==> config.mk <==
export PLATFORM = sky130hd
export DESIGN_NAME = fft_out_serializer_flat
export DESIGN_NICKNAME = d
export VERILOG_FILES = /design/src/rtl/fft_pkg.sv /design/src/rtl/fft_out_serializer_if.sv /design/src/rtl/fft_frame_buf.sv /design/src/rtl/fft_out_serializer.sv /design/src/flat_wrapper.sv
export SDC_FILE = /design/constraint.sdc
export NUM_CORES = 1
export LEC_CHECK = 0
export ABC_AREA = 1
export CAP_MARGIN = 40
export CORE_ASPECT_RATIO = 1.25
export CORE_MARGIN = 8
export CORE_UTILIZATION = 36
export CTS_BUF_LIST = sky130_fd_sc_hd__clkbuf_2 sky130_fd_sc_hd__clkbuf_4 sky130_fd_sc_hd__clkbuf_8
export DETAILED_ROUTE_END_ITERATION = 16
export PLACE_DENSITY = 0.59
export SKIP_CTS_REPAIR_TIMING = 1
export SLEW_MARGIN = 10
export SYNTH_ARGS = -nofsm -noshare
export SYNTH_HDL_FRONTEND = slang
export SYNTH_SLANG_ARGS = --single-unit
==> constraint.sdc <==
create_clock -name clk -period 135.6 [get_ports clk]
set_clock_uncertainty 0.05 [all_clocks]
set_input_delay 27.12 -clock clk [delete_from_list [all_inputs] [get_ports clk]]
set_output_delay 27.12 -clock clk [all_outputs]
set_load 0.1 [all_outputs]
==> src/rtl/fft_pkg.sv <==
// rtl/fft_pkg.sv - shared constants, state encoding and bit-reverse helper for the FFT read side
package fft_pkg;

    localparam int N_POINTS = 16;
    localparam int IDX_W    = 4;

    typedef enum logic {
        ST_IDLE = 1'b0,
        ST_SEND = 1'b1
    } state_e;

    function automatic logic [IDX_W-1:0] bitrev4(input logic [IDX_W-1:0] v);
        return {v[0], v[1], v[2], v[3]};
    endfunction

endpackage

==> src/rtl/fft_out_serializer_if.sv <==
// rtl/fft_out_serializer_if.sv - frame capture and sample stream signals of the FFT output serializer
interface fft_out_serializer_if #(
    parameter int WORD_SIZE = 16
) ();
    logic                                  load;
    logic [fft_pkg::N_POINTS*WORD_SIZE-1:0] in_re;
    logic [fft_pkg::N_POINTS*WORD_SIZE-1:0] in_im;
    logic                                  load_ready;
    logic                                  load_dropped;
    logic                                  out_valid;
    logic                                  out_ready;
    logic [WORD_SIZE-1:0]                  out_re;
    logic [WORD_SIZE-1:0]                  out_im;
    logic [fft_pkg::IDX_W-1:0]             out_idx;
    logic                                  out_last;

    modport slave (
        input  load, in_re, in_im, out_ready,
        output load_ready, load_dropped, out_valid, out_re, out_im, out_idx, out_last
    );

    modport master (
        output load, in_re, in_im, out_ready,
        input  load_ready, load_dropped, out_valid, out_re, out_im, out_idx, out_last
    );
endinterface

==> src/rtl/fft_frame_buf.sv <==
// rtl/fft_frame_buf.sv - 16-entry complex capture register with a single combinational read port
module fft_frame_buf
    import fft_pkg::*;
#(
    parameter int WORD_SIZE = 16
) (
    input  logic                          clk,
    input  logic                          rst,
    input  logic                          we_i,
    input  logic [N_POINTS*WORD_SIZE-1:0] in_re_i,
    input  logic [N_POINTS*WORD_SIZE-1:0] in_im_i,
    input  logic [IDX_W-1:0]              rd_addr_i,
    output logic [WORD_SIZE-1:0]          rd_re_o,
    output logic [WORD_SIZE-1:0]          rd_im_o
);

    logic [WORD_SIZE-1:0] re_q [N_POINTS];
    logic [WORD_SIZE-1:0] im_q [N_POINTS];

    always_ff @(posedge clk) begin
        if (rst) begin
            for (int k = 0; k < N_POINTS; k++) begin
                re_q[k] <= '0;
                im_q[k] <= '0;
            end
        end else if (we_i) begin
            for (int k = 0; k < N_POINTS; k++) begin
                re_q[k] <= in_re_i[k*WORD_SIZE +: WORD_SIZE];
                im_q[k] <= in_im_i[k*WORD_SIZE +: WORD_SIZE];
            end
        end
    end

    assign rd_re_o = re_q[rd_addr_i];
    assign rd_im_o = im_q[rd_addr_i];

endmodule

==> src/rtl/fft_out_serializer.sv <==
// rtl/fft_out_serializer.sv - captures a 16-point complex frame and streams it one sample per beat
module fft_out_serializer
    import fft_pkg::*;
#(
    parameter int WORD_SIZE   = 16,
    parameter int BIT_REVERSE = 0
) (
    input  logic                 clk,
    input  logic                 rst,
    fft_out_serializer_if.slave  bus
);

    state_e            state_q, state_d;
    logic [IDX_W-1:0]  p_q, p_d;
    logic              dropped_q, dropped_d;
    logic              capture;
    logic              send;
    logic              last_pos;
    logic              load_ready;
    logic [IDX_W-1:0]  rd_addr;

    assign send     = (state_q == ST_SEND);
    assign last_pos = (p_q == IDX_W'(N_POINTS - 1));

    // The final beat's handshake frees the buffer in the same cycle, enabling gapless frames.
    assign load_ready = !send || (bus.out_ready && last_pos);
    assign rd_addr    = (BIT_REVERSE != 0) ? bitrev4(p_q) : p_q;

    always_ff @(posedge clk) begin
        if (rst) begin
            state_q   <= ST_IDLE;
            p_q       <= '0;
            dropped_q <= 1'b0;
        end else begin
            state_q   <= state_d;
            p_q       <= p_d;
            dropped_q <= dropped_d;
        end
    end

    always_comb begin
        state_d   = state_q;
        p_d       = p_q;
        capture   = 1'b0;
        dropped_d = dropped_q | (bus.load & ~load_ready);
        case (state_q)
            ST_IDLE: begin
                if (bus.load) begin
                    capture = 1'b1;
                    p_d     = '0;
                    state_d = ST_SEND;
                end
            end
            ST_SEND: begin
                if (bus.out_ready) begin
                    // Position 15 wraps to 0, ready for either a chained frame or IDLE.
                    p_d = p_q + IDX_W'(1);
                    if (last_pos) begin
                        if (bus.load) begin
                            capture = 1'b1;
                        end else begin
                            state_d = ST_IDLE;
                        end
                    end
                end
            end
            default: state_d = ST_IDLE;
        endcase
    end

    fft_frame_buf #(
        .WORD_SIZE (WORD_SIZE)
    ) u_frame_buf (
        .clk       (clk),
        .rst       (rst),
        .we_i      (capture),
        .in_re_i   (bus.in_re),
        .in_im_i   (bus.in_im),
        .rd_addr_i (rd_addr),
        .rd_re_o   (bus.out_re),
        .rd_im_o   (bus.out_im)
    );

    assign bus.load_ready   = load_ready;
    assign bus.load_dropped = dropped_q;
    assign bus.out_valid    = send;
    assign bus.out_idx      = p_q;
    assign bus.out_last     = send & last_pos;

endmodule

==> src/flat_wrapper.sv <==
// flat-port wrapper written by rule: the top's interface ports become plain ports
module fft_out_serializer_flat import fft_pkg::*;
#(
    parameter int WORD_SIZE   = 16,
    parameter int BIT_REVERSE = 0
)
  (clk, rst, bus_load, bus_in_re, bus_in_im, bus_out_ready, bus_load_ready, bus_load_dropped, bus_out_valid, bus_out_re, bus_out_im, bus_out_idx, bus_out_last);
  fft_out_serializer_if #(.WORD_SIZE(WORD_SIZE)) bus_i ();
  input  logic clk;
  input  logic rst;
  input wire logic [$bits(bus_i.load)-1:0] bus_load;
  input wire logic [$bits(bus_i.in_re)-1:0] bus_in_re;
  input wire logic [$bits(bus_i.in_im)-1:0] bus_in_im;
  input wire logic [$bits(bus_i.out_ready)-1:0] bus_out_ready;
  output wire logic [$bits(bus_i.load_ready)-1:0] bus_load_ready;
  output wire logic [$bits(bus_i.load_dropped)-1:0] bus_load_dropped;
  output wire logic [$bits(bus_i.out_valid)-1:0] bus_out_valid;
  output wire logic [$bits(bus_i.out_re)-1:0] bus_out_re;
  output wire logic [$bits(bus_i.out_im)-1:0] bus_out_im;
  output wire logic [$bits(bus_i.out_idx)-1:0] bus_out_idx;
  output wire logic [$bits(bus_i.out_last)-1:0] bus_out_last;
  assign bus_i.load = bus_load;
  assign bus_i.in_re = bus_in_re;
  assign bus_i.in_im = bus_in_im;
  assign bus_i.out_ready = bus_out_ready;
  assign bus_load_ready = bus_i.load_ready;
  assign bus_load_dropped = bus_i.load_dropped;
  assign bus_out_valid = bus_i.out_valid;
  assign bus_out_re = bus_i.out_re;
  assign bus_out_im = bus_i.out_im;
  assign bus_out_idx = bus_i.out_idx;
  assign bus_out_last = bus_i.out_last;
  fft_out_serializer #(.WORD_SIZE(WORD_SIZE), .BIT_REVERSE(BIT_REVERSE)) u_core (.clk(clk), .rst(rst), .bus(bus_i));
endmodule
==> results of run 1 <==
-- cell type report --
class / instances / area, µm²
fill: 7586 / 41800
sequential: 522 / 15600
multi-input combinational: 1595 / 8780
timing repair buffer: 628 / 7030
inverter: 908 / 3420
clock buffer: 128 / 1560
tap: 1062 / 1330
clock inverter: 30 / 149
antenna: 22 / 55.1
-- kinds of logic (layout without fill, tap and decap cells) --
family / count (synthesis) / after routing
other: 0 / 22
adder cells (fa/ha/maj): 1 / 1
AND/OR/NAND/NOR: 1584 / 1584
AO/OA/AOI/OAI: 10 / 10
buffers and inverters: 1070 / 1694
flip-flops: 522 / 522
-- flip-flops by register name, summed over array words and instances (netlist names), named ones only --
register                 cells
u_core.bus.load_dropped      1
u_core.bus.out_idx           4
u_core.bus.out_valid         1
u_core.u_frame_buf.im_q    256
u_core.u_frame_buf.re_q    256
-- synth_stat cells, drive strengths merged --
| cell type | count | area share |
|---|---|---|
| nor2 | 514 | 0.15 |
| buf | 116 | 0.030 |
| inv | 908 | 0.12 |
| ha | 1 | 0.00043 |
| a21oi | 7 | 0.0013 |
| nor3 | 3 | 0.00052 |
| nand3 | 386 | 0.068 |
| dfxtp | 10 | 0.0070 |
| edfxtp | 512 | 0.53 |
| o21ai | 3 | 0.00052 |
| nand2 | 681 | 0.089 |
| clkbuf | 46 | 0.0060 |
-- stage by stage --
stage               power [mW]  hold slack, ps
global placement         0.267             388
CTS                      0.418             400
floorplan                0.254             830
global route             0.432             436
finish                   0.413             398
detailed placement       0.276             393
-- metal layers --
layer,vias to the layer above,track usage,wire [µm]
met3,123,0.0472,6470
met5,-,0,33
met1,9984,0.248,37200
met4,6,0.0739,2580
li1,10624,-,-
met2,668,0.353,47400
-- cells in the final DEF (no fill, tap or decap), drive strengths merged --
cell type | netlist | final
inv | 908 | 909
nand2 | 681 | 681
clkdlybuf4s50 | 0 | 554
nor2 | 514 | 514
edfxtp | 512 | 512
nand3 | 386 | 386
clkbuf | 46 | 128
buf | 116 | 74
clkinv | 0 | 26
diode | 0 | 22
dfxtp | 10 | 10
a21oi | 7 | 7
nor3 | 3 | 3
clkinvlp | 0 | 3
o21ai | 3 | 3
ha | 1 | 1
-- critical path: stages --
cell and delay (ps):
clkdlybuf4s50_1 450, a21oi_2 270, inv_2 100, clkdlybuf4s50_1 460, buf_8 190
-- worst max path at each step --
stage / slack, ps / to / cells after the start
floorplan: 70660 / u_core.u_frame_buf.im_q[0][0] / 2
global placement: 79470 / bus_load_ready / 4
detailed placement: 79860 / bus_load_ready / 5
CTS: 79860 / bus_load_ready / 5
global route: 79800 / bus_load_ready / 5
finish: 79840 / bus_load_ready / 5
-- where the power goes --
part	leakage, nW	switching, mW	internal [mW]
Combinational	10.7	0.0441	0.0336
Sequential	5.56	0.00341	0.191
Clock	0.908	0.0669	0.0740
Total	17.2	0.114	0.298
==> results.py, run 1 <==
metrics = {
    "run_status": {
        "run_status": "complete, no violations",
    },
    "floorplanning": {
        "start_util": 0.361,
        "chipWidth_um": 269,
        "die_height_um": 332,
        "io_pins": 556,
        "core-area_um2": 79700,
        "dieArea_um2": 89400,
        "fp-row-count": 116,
    },
    "worst_hold_path": {
        "whs_path_depth": 2,
        "hold_class": "reg -> reg",
        "hp-start": "u_core.bus.load_dropped",
        "holdPathEnd": "u_core.bus.load_dropped",
    },
    "setup_path": {
        "reg2reg_from": "u_core.bus.out_idx[0]",
        "crit_arrival_ps": 28590,
        "cp-startpoint": "bus_out_ready",
        "worstPathRequired_ps": 108430,
        "rrSetupSlack_ps": 131340,
        "cp_max_fo": 3,
        "worstSetupStartpointType": "primary input",
        "end_kind": "output pin",
        "crit_type": "in -> out",
        "rr_worst_depth": 10,
        "r2r_end": "u_core.u_frame_buf.im_q[1][2]",
    },
    "synthesis": {
        "synth_top_family_by_area": "simple AND/OR/NAND/NOR gates",
        "synth_compound_area_frac": 0.00187,
        "ys_ff_latch": 522,
        "syn_nets": 3704,
        "synth-simple-area-share": 0.302,
        "netlist_instances": 3187,
        "ys_warn_count": 0,
        "muxShareOfSynthArea": 0,
        "synth_cell_type_count": 22,
        "synth_area_um2": 28800,
        "synth_fa_ha_area_frac": 0.000434,
        "yosysSeqAreaShare": 0.541,
        "synth.avg_cell_area_um2": 9.04,
        "synth_xor_area_frac": 0,
    },
    "place": {
        "place_inst": 4712,
        "dpl_cell_area_um2": 36100,
        "pre_cts_slack_ps": 79860,
        "hpwl_um": 65800,
        "place_congestion": 0.814,
        "io_buffers": 555,
    },
    "cts": {
        "cts_sinks": 522,
        "clk_latency_ps": 680,
        "numCtsBuffers": 92,
        "root_buffer": "clkbuf_8",
        "clk_path_buf_depth": 3,
        "cts_tree": "yes",
        "htreeDepth": 3,
        "cts.clk_slew.worst_paths_ps": 60,
    },
    "timing": {
        "worst_slew_pin_slew_ps": 1120,
        "drv_slew": 0,
        "fin_ws_ps": 79840,
        "finalHoldViolCount": 0,
        "max_freq_mhz": 17.9,
        "rsz0062_at_grt": "no",
        "fin_crit_ps": 55760,
        "setup_viol": 0,
        "finalCritPeriodShare": 0.411,
        "finalSetupTns_ps": 0,
        "max_slew_margin": 0.256,
    },
    "final_layout": {
        "final-instance-count-excl-fill": 4895,
        "nets": 4264,
        "fin_util": 0.476,
        "area_delta_synth_final_pct": 31.7,
        "drive_gt1_frac": 0.139,
        "final_area_um2": 37900,
    },
    "route": {
        "drcViolationCount": 0,
        "drt-initial-drc-count": 1575,
        "routed_via_density": 4.37,
        "ant_nets": 0,
        "drt_first_pass_iters": 5,
        "wl_per_cell_um": 19.1,
        "num_vias": 21405,
        "routed_wl_um": 93700,
    },
    "power_and_ir_drop": {
        "powerDensity_nw_per_um2": 10.9,
        "vdd_drop_max_mv": 0.00790,
        "p_leak_nw": 17.2,
    },
    "run": {
        "cap_viol_max_count": 0,
    },
    "global_routing": {
        "grt_max_degree": 172,
        "overflow": 0,
        "grt.total_usage": 0.205,
        "grt_pass1_vias": 21271,
        "grt_pass1_wl_um": 136000,
        "antenna_found_initial": 24,
    },
}
(Power assumes the default switching activity.)
==> run 2, diff against run 1 <==
PLACE_DENSITY = 0.61   (was 0.59)
clock period = 51.1 ns   (was 135.6 ns; I/O delays follow)
==> run 2 against run 1 <==
  * Via count fell by 0.74%
  * Register-to-register slack got worse by 84000 ps
  * Routed wire length fell by 0.91%
  * Global-route usage fell by 0.069 points
  * Total power rose to 2.7 times the previous value
  * Flip-flop and latch count did not move
  * Non-clock buffer count fell by 2
  * Sequential power rose to 2.7 times the previous value
  * Setup slack got worse by 51000 ps
  * Die area did not move
  * Critical path depth did not move
  * Hold slack improved by 11 ps
  * Largest cell class unchanged
  * Largest power group unchanged
==> results.py, run 2 (synthesis gave the netlist of run 1 again) <==
metrics = {
    "final_layout": {
        "nets": 4260,
        "area_delta_synth_final_pct": 31.9,
        "fillCellCount": 7408,
        "final_cell_mix": "903 x inv_1, 680 x nand2_1, 554 x clkdlybuf4s50_1, 512 x edfxtp_1, 385 x nand3_1",
        "final_common_cell": "inv_1",
        "drive_gt1_frac": 0.139,
    },
    "route": {
        "drcViolationCount": 0,
        "drt_first_pass_iters": 7,
        "routed_via_density": 4.33,
        "drt-initial-drc-count": 1507,
        "ant_nets": 0,
        "routed_wl_um": 92900,
        "wl_per_cell_um": 18.9,
        "num_vias": 21246,
    },
    "floorplanning": {
        "dieArea_um2": 89400,
        "start_util": 0.361,
        "io_pins": 556,
        "die_height_um": 332,
        "chipWidth_um": 269,
        "fp-row-count": 116,
        "core-area_um2": 79700,
    },
    "setup_path": {
        "reg2reg_from": "u_core.bus.out_idx[0]",
        "crit_type": "in -> out",
        "end_kind": "output pin",
        "cp_max_fo": 3,
        "rr_worst_depth": 9,
        "worstPathRequired_ps": 40830,
        "crit_arrival_ps": 11690,
        "rrSetupSlack_ps": 46950,
        "worstSetupStartpointType": "primary input",
        "r2r_end": "u_core.u_frame_buf.im_q[6][11]",
    },
    "power_and_ir_drop": {
        "seq_power_share": 0.461,
        "powerDensity_nw_per_um2": 29.4,
        "p_int_mw": 0.808,
        "netSwitchingFraction": 0.276,
        "p_clk_frac": 0.354,
        "switching_power_mw": 0.308,
        "p_leak_nw": 17.2,
        "vdd_drop_max_mv": 0.0208,
        "comb_power_share": 0.185,
        "total_power_mw": 1.12,
    },
    "cts": {
        "cts_tree": "yes",
        "cts_sinks": 522,
        "numCtsBuffers": 90,
        "root_buffer": "clkbuf_8",
        "htreeDepth": 3,
        "clk_path_buf_depth": 3,
        "cts.clk_slew.worst_paths_ps": 60,
        "clk_latency_ps": 690,
    },
    "timing": {
        "setup_viol": 0,
        "fin_crit_ps": 21960,
        "max_slew_margin": 0.190,
        "finalHoldViolCount": 0,
        "drv_slew": 0,
        "finalSetupTns_ps": 0,
        "worst_slew_pin_slew_ps": 1210,
        "finalCritPeriodShare": 0.430,
        "rsz0062_at_grt": "no",
        "max_freq_mhz": 45.5,
    },
    "place": {
        "hpwl_um": 65600,
        "io_buffers": 555,
        "place_congestion": 0.823,
    },
    "worst_hold_path": {
        "hp-start": "u_core.bus.load_dropped",
        "hold_class": "reg -> reg",
        "holdPathEnd": "u_core.bus.load_dropped",
        "whs_path_depth": 2,
    },
    "global_routing": {
        "antenna_found_initial": 31,
        "overflow": 0,
        "grt.total_usage": 0.205,
        "grt_pass1_vias": 21350,
        "grt_pass1_wl_um": 135000,
        "grt_max_degree": 191,
    },
    "run_status": {
        "run_status": "complete, no violations",
    },
    "run": {
        "cap_viol_max_count": 0,
    },
}
==> run 2: worst max-delay path by stage <==
stage | startpoint | to | depth (start not counted)
final | bus_out_ready | bus_load_ready | 5
after floorplan | bus_out_ready | u_core.u_frame_buf.im_q[0][0] | 2
after global placement | bus_out_ready | bus_load_ready | 4
after detailed placement | bus_out_ready | bus_load_ready | 5
after global routing | bus_out_ready | bus_load_ready | 5
after CTS | bus_out_ready | bus_load_ready | 5
==> run 2: per-layer routing <==
metal	wire length (µm)	GRT usage	share of wire
met1	36800	0.247	0.40
met2	47200	0.349	0.51
met3	6500	0.0455	0.070
met4	2300	0.0808	0.025
met5	43	0	0.00046
==> run 2: cell type report <==
class / instances / area [µm²] / area share
timing repair buffer: 626 / 6970 / 0.183
tap: 1062 / 1330 / 0.0350
clock buffer: 125 / 1520 / 0.0400
antenna: 25 / 62.6 / 0.00165
sequential: 522 / 15600 / 0.410
inverter: 908 / 3420 / 0.0901
clock inverter: 39 / 307 / 0.00807
multi-input combinational: 1595 / 8780 / 0.231
==> run 2: power groups by stage <==
stage                     Clock [mW]  Combinational (mW)  Sequential, mW
after floorplan                    0               0.113           0.560
after global placement             0               0.184           0.523
after detailed placement           0               0.208           0.524
after CTS                      0.407               0.209           0.515
after global routing           0.425               0.224           0.518
final                          0.395               0.206           0.515
==> run 2: critical path: stages <==
cell	delay (ps)
clkdlybuf4s50_1	440
a21oi_2	270
inv_2	100
clkdlybuf4s50_1	470
buf_8	190
==> run 2: through the flow <==
stage	hold slack, ps	util	setup slack [ps]	instance area (µm²)	cells
final	409	0.477	29140	38000	4902
after global routing	436	0.476	29110	38000	4897
after CTS	409	0.476	29140	37900	4877
after detailed placement	400	0.453	29150	36100	4713
after global placement	388	0.438	28770	34900	4666
after floorplan	830	-	3060	28800	3187
==> run 3, diff against run 2 <==
PLACE_DENSITY = 0.59   (was 0.61)
clock period = 22.8 ns   (was 51.1 ns; I/O delays follow)
==> run 3 against run 2 <==
  * First-iteration DRC count rose by 0.13%
  * Register-to-register slack got worse by 28000 ps
  * Routed wire length rose by 0.76%
  * Die area did not move
  * Combinational power rose by 120%
  * Total power rose by 120%
  * Hold slack improved by 2.3 ps
  * Highest routed layer unchanged
==> results.py, run 3 (synthesis gave the netlist of run 1 again) <==
metrics = {
    "place": {
        "io_buffers": 555,
        "place_congestion": 0.822,
        "pre_cts_slack_ps": 12170,
        "dpl_cell_area_um2": 36000,
        "hpwl_um": 67300,
    },
    "setup_path": {
        "path_cells": "clkdlybuf4s50_1, a21oi_2, inv_2, clkdlybuf4s50_1, buf_8",
        "worstPathRequired_ps": 18190,
        "rrSetupSlack_ps": 18560,
        "end_kind": "output pin",
        "crit_arrival_ps": 6020,
        "cpPeakStageDelay_ps": 470,
        "r2r_end": "u_core.u_frame_buf.im_q[0][8]",
        "reg2reg_from": "u_core.bus.out_idx[0]",
        "critPathSlowestCell": "clkdlybuf4s50_1",
        "rr_worst_depth": 13,
        "worstSetupStartpointType": "primary input",
        "crit_top_cell": "clkdlybuf4s50_1",
        "crit_type": "in -> out",
        "cp_max_fo": 3,
    },
    "final_layout": {
        "area_delta_synth_final_pct": 31.5,
        "final_cell_mix": "903 x inv_1, 680 x nand2_1, 553 x clkdlybuf4s50_1, 512 x edfxtp_1, 385 x nand3_1",
        "fillCellCount": 7472,
        "final_common_cell": "inv_1",
        "final_area_um2": 37900,
        "drive_gt1_frac": 0.139,
        "nets": 4260,
    },
    "timing": {
        "fin_crit_ps": 10630,
        "finalCritPeriodShare": 0.466,
        "finalHoldViolCount": 0,
        "finalSetupTns_ps": 0,
        "setup_viol": 0,
        "rsz0062_at_grt": "no",
        "fin_ws_ps": 12170,
        "max_freq_mhz": 94.0,
        "hold_ws_ps": 411,
        "worst_slew_pin_slew_ps": 1050,
        "max_slew_margin": 0.302,
        "drv_slew": 0,
    },
    "global_routing": {
        "grt_pass1_vias": 21409,
        "grt_pass1_wl_um": 137000,
        "antenna_found_initial": 16,
        "grt.total_usage": 0.206,
        "grt_max_degree": 182,
        "overflow": 0,
    },
    "worst_hold_path": {
        "whs_path_depth": 2,
        "holdPathEnd": "u_core.bus.load_dropped",
        "hold_class": "reg -> reg",
        "hp-start": "u_core.bus.load_dropped",
    },
    "route": {
        "num_vias": 21475,
        "routed_wl_um": 93600,
        "drcViolationCount": 0,
        "ant_nets": 0,
        "wl_per_cell_um": 19.2,
        "drt_first_pass_iters": 5,
        "drt-initial-drc-count": 1509,
        "routed_via_density": 4.40,
    },
    "cts": {
        "clk_path_buf_depth": 3,
        "cts_sinks": 522,
        "cts_tree": "yes",
        "root_buffer": "clkbuf_8",
        "cts.clk_slew.worst_paths_ps": 60,
        "htreeDepth": 3,
        "numCtsBuffers": 91,
        "clk_latency_ps": 690,
    },
    "floorplanning": {
        "start_util": 0.361,
        "fp-row-count": 116,
        "core-area_um2": 79700,
        "die_height_um": 332,
        "chipWidth_um": 269,
        "dieArea_um2": 89400,
        "io_pins": 556,
    },
    "run": {
        "cap_viol_max_count": 0,
    },
    "power_and_ir_drop": {
        "p_leak_nw": 17.2,
        "powerDensity_nw_per_um2": 65.4,
        "vdd_drop_max_mv": 0.0445,
    },
    "run_status": {
        "run_status": "complete, no violations",
    },
}
run 3: how the worst max path moves through the flow:
| stage | startpoint | to | depth (start not counted) |
|---|---|---|---|
| after floorplan | bus_out_ready | u_core.u_frame_buf.im_q[0][0] | 2 |
| after global placement | bus_out_ready | bus_load_ready | 4 |
| after detailed placement | bus_out_ready | bus_load_ready | 5 |
| after CTS | bus_out_ready | bus_load_ready | 5 |
| after global routing | bus_out_ready | bus_load_ready | 5 |
| final | bus_out_ready | bus_load_ready | 5 |
run 3: per-layer routing:
metal,vias up,wire [µm],global-route usage
li1,10615,-,-
met1,10088,37700,0.252
met2,642,48200,0.362
met3,128,5310,0.0373
met4,2,2340,0.0641
met5,-,13,0
run 3: layout make-up:
type | count | area [µm²] | area share
flip-flops and latches | 522 | 15600 | 0.412
multi-input cells | 1595 | 8780 | 0.232
repair buffers | 625 | 6960 | 0.184
inverters | 908 | 3420 | 0.0904
clock buffers | 127 | 1550 | 0.0410
well taps | 1062 | 1330 | 0.0351
clock inverters | 34 | 220 | 0.00581
diodes | 10 | 25.0 | 0.000661
run 3: per-stage QoR:
step           total power, mW  utilization  std cells
2_1_floorplan             1.45            -       3187
3_3_place_gp              1.59        0.438       4663
3_5_place_dp              1.64        0.452       4711
4_1_cts                   2.51        0.475       4872
5_1_grt                   2.58        0.475       4882
6_report                  2.48        0.475       4883
run 3: worst max-delay path: cells and delay by family:
family	cells	cell delay, ps
buffers and inverters	4	1200
AO/OA/AOI/OAI	1	260
run 3: where the power goes:
group | internal (mW) | total [mW] | leakage, nW | switching [mW]
sequential | 1.14 | 1.16 | 5.56 | 0.0207
combinational | 0.195 | 0.460 | 10.7 | 0.264
clock | 0.462 | 0.860 | 0.940 | 0.397
total | 1.79 | 2.48 | 17.2 | 0.683
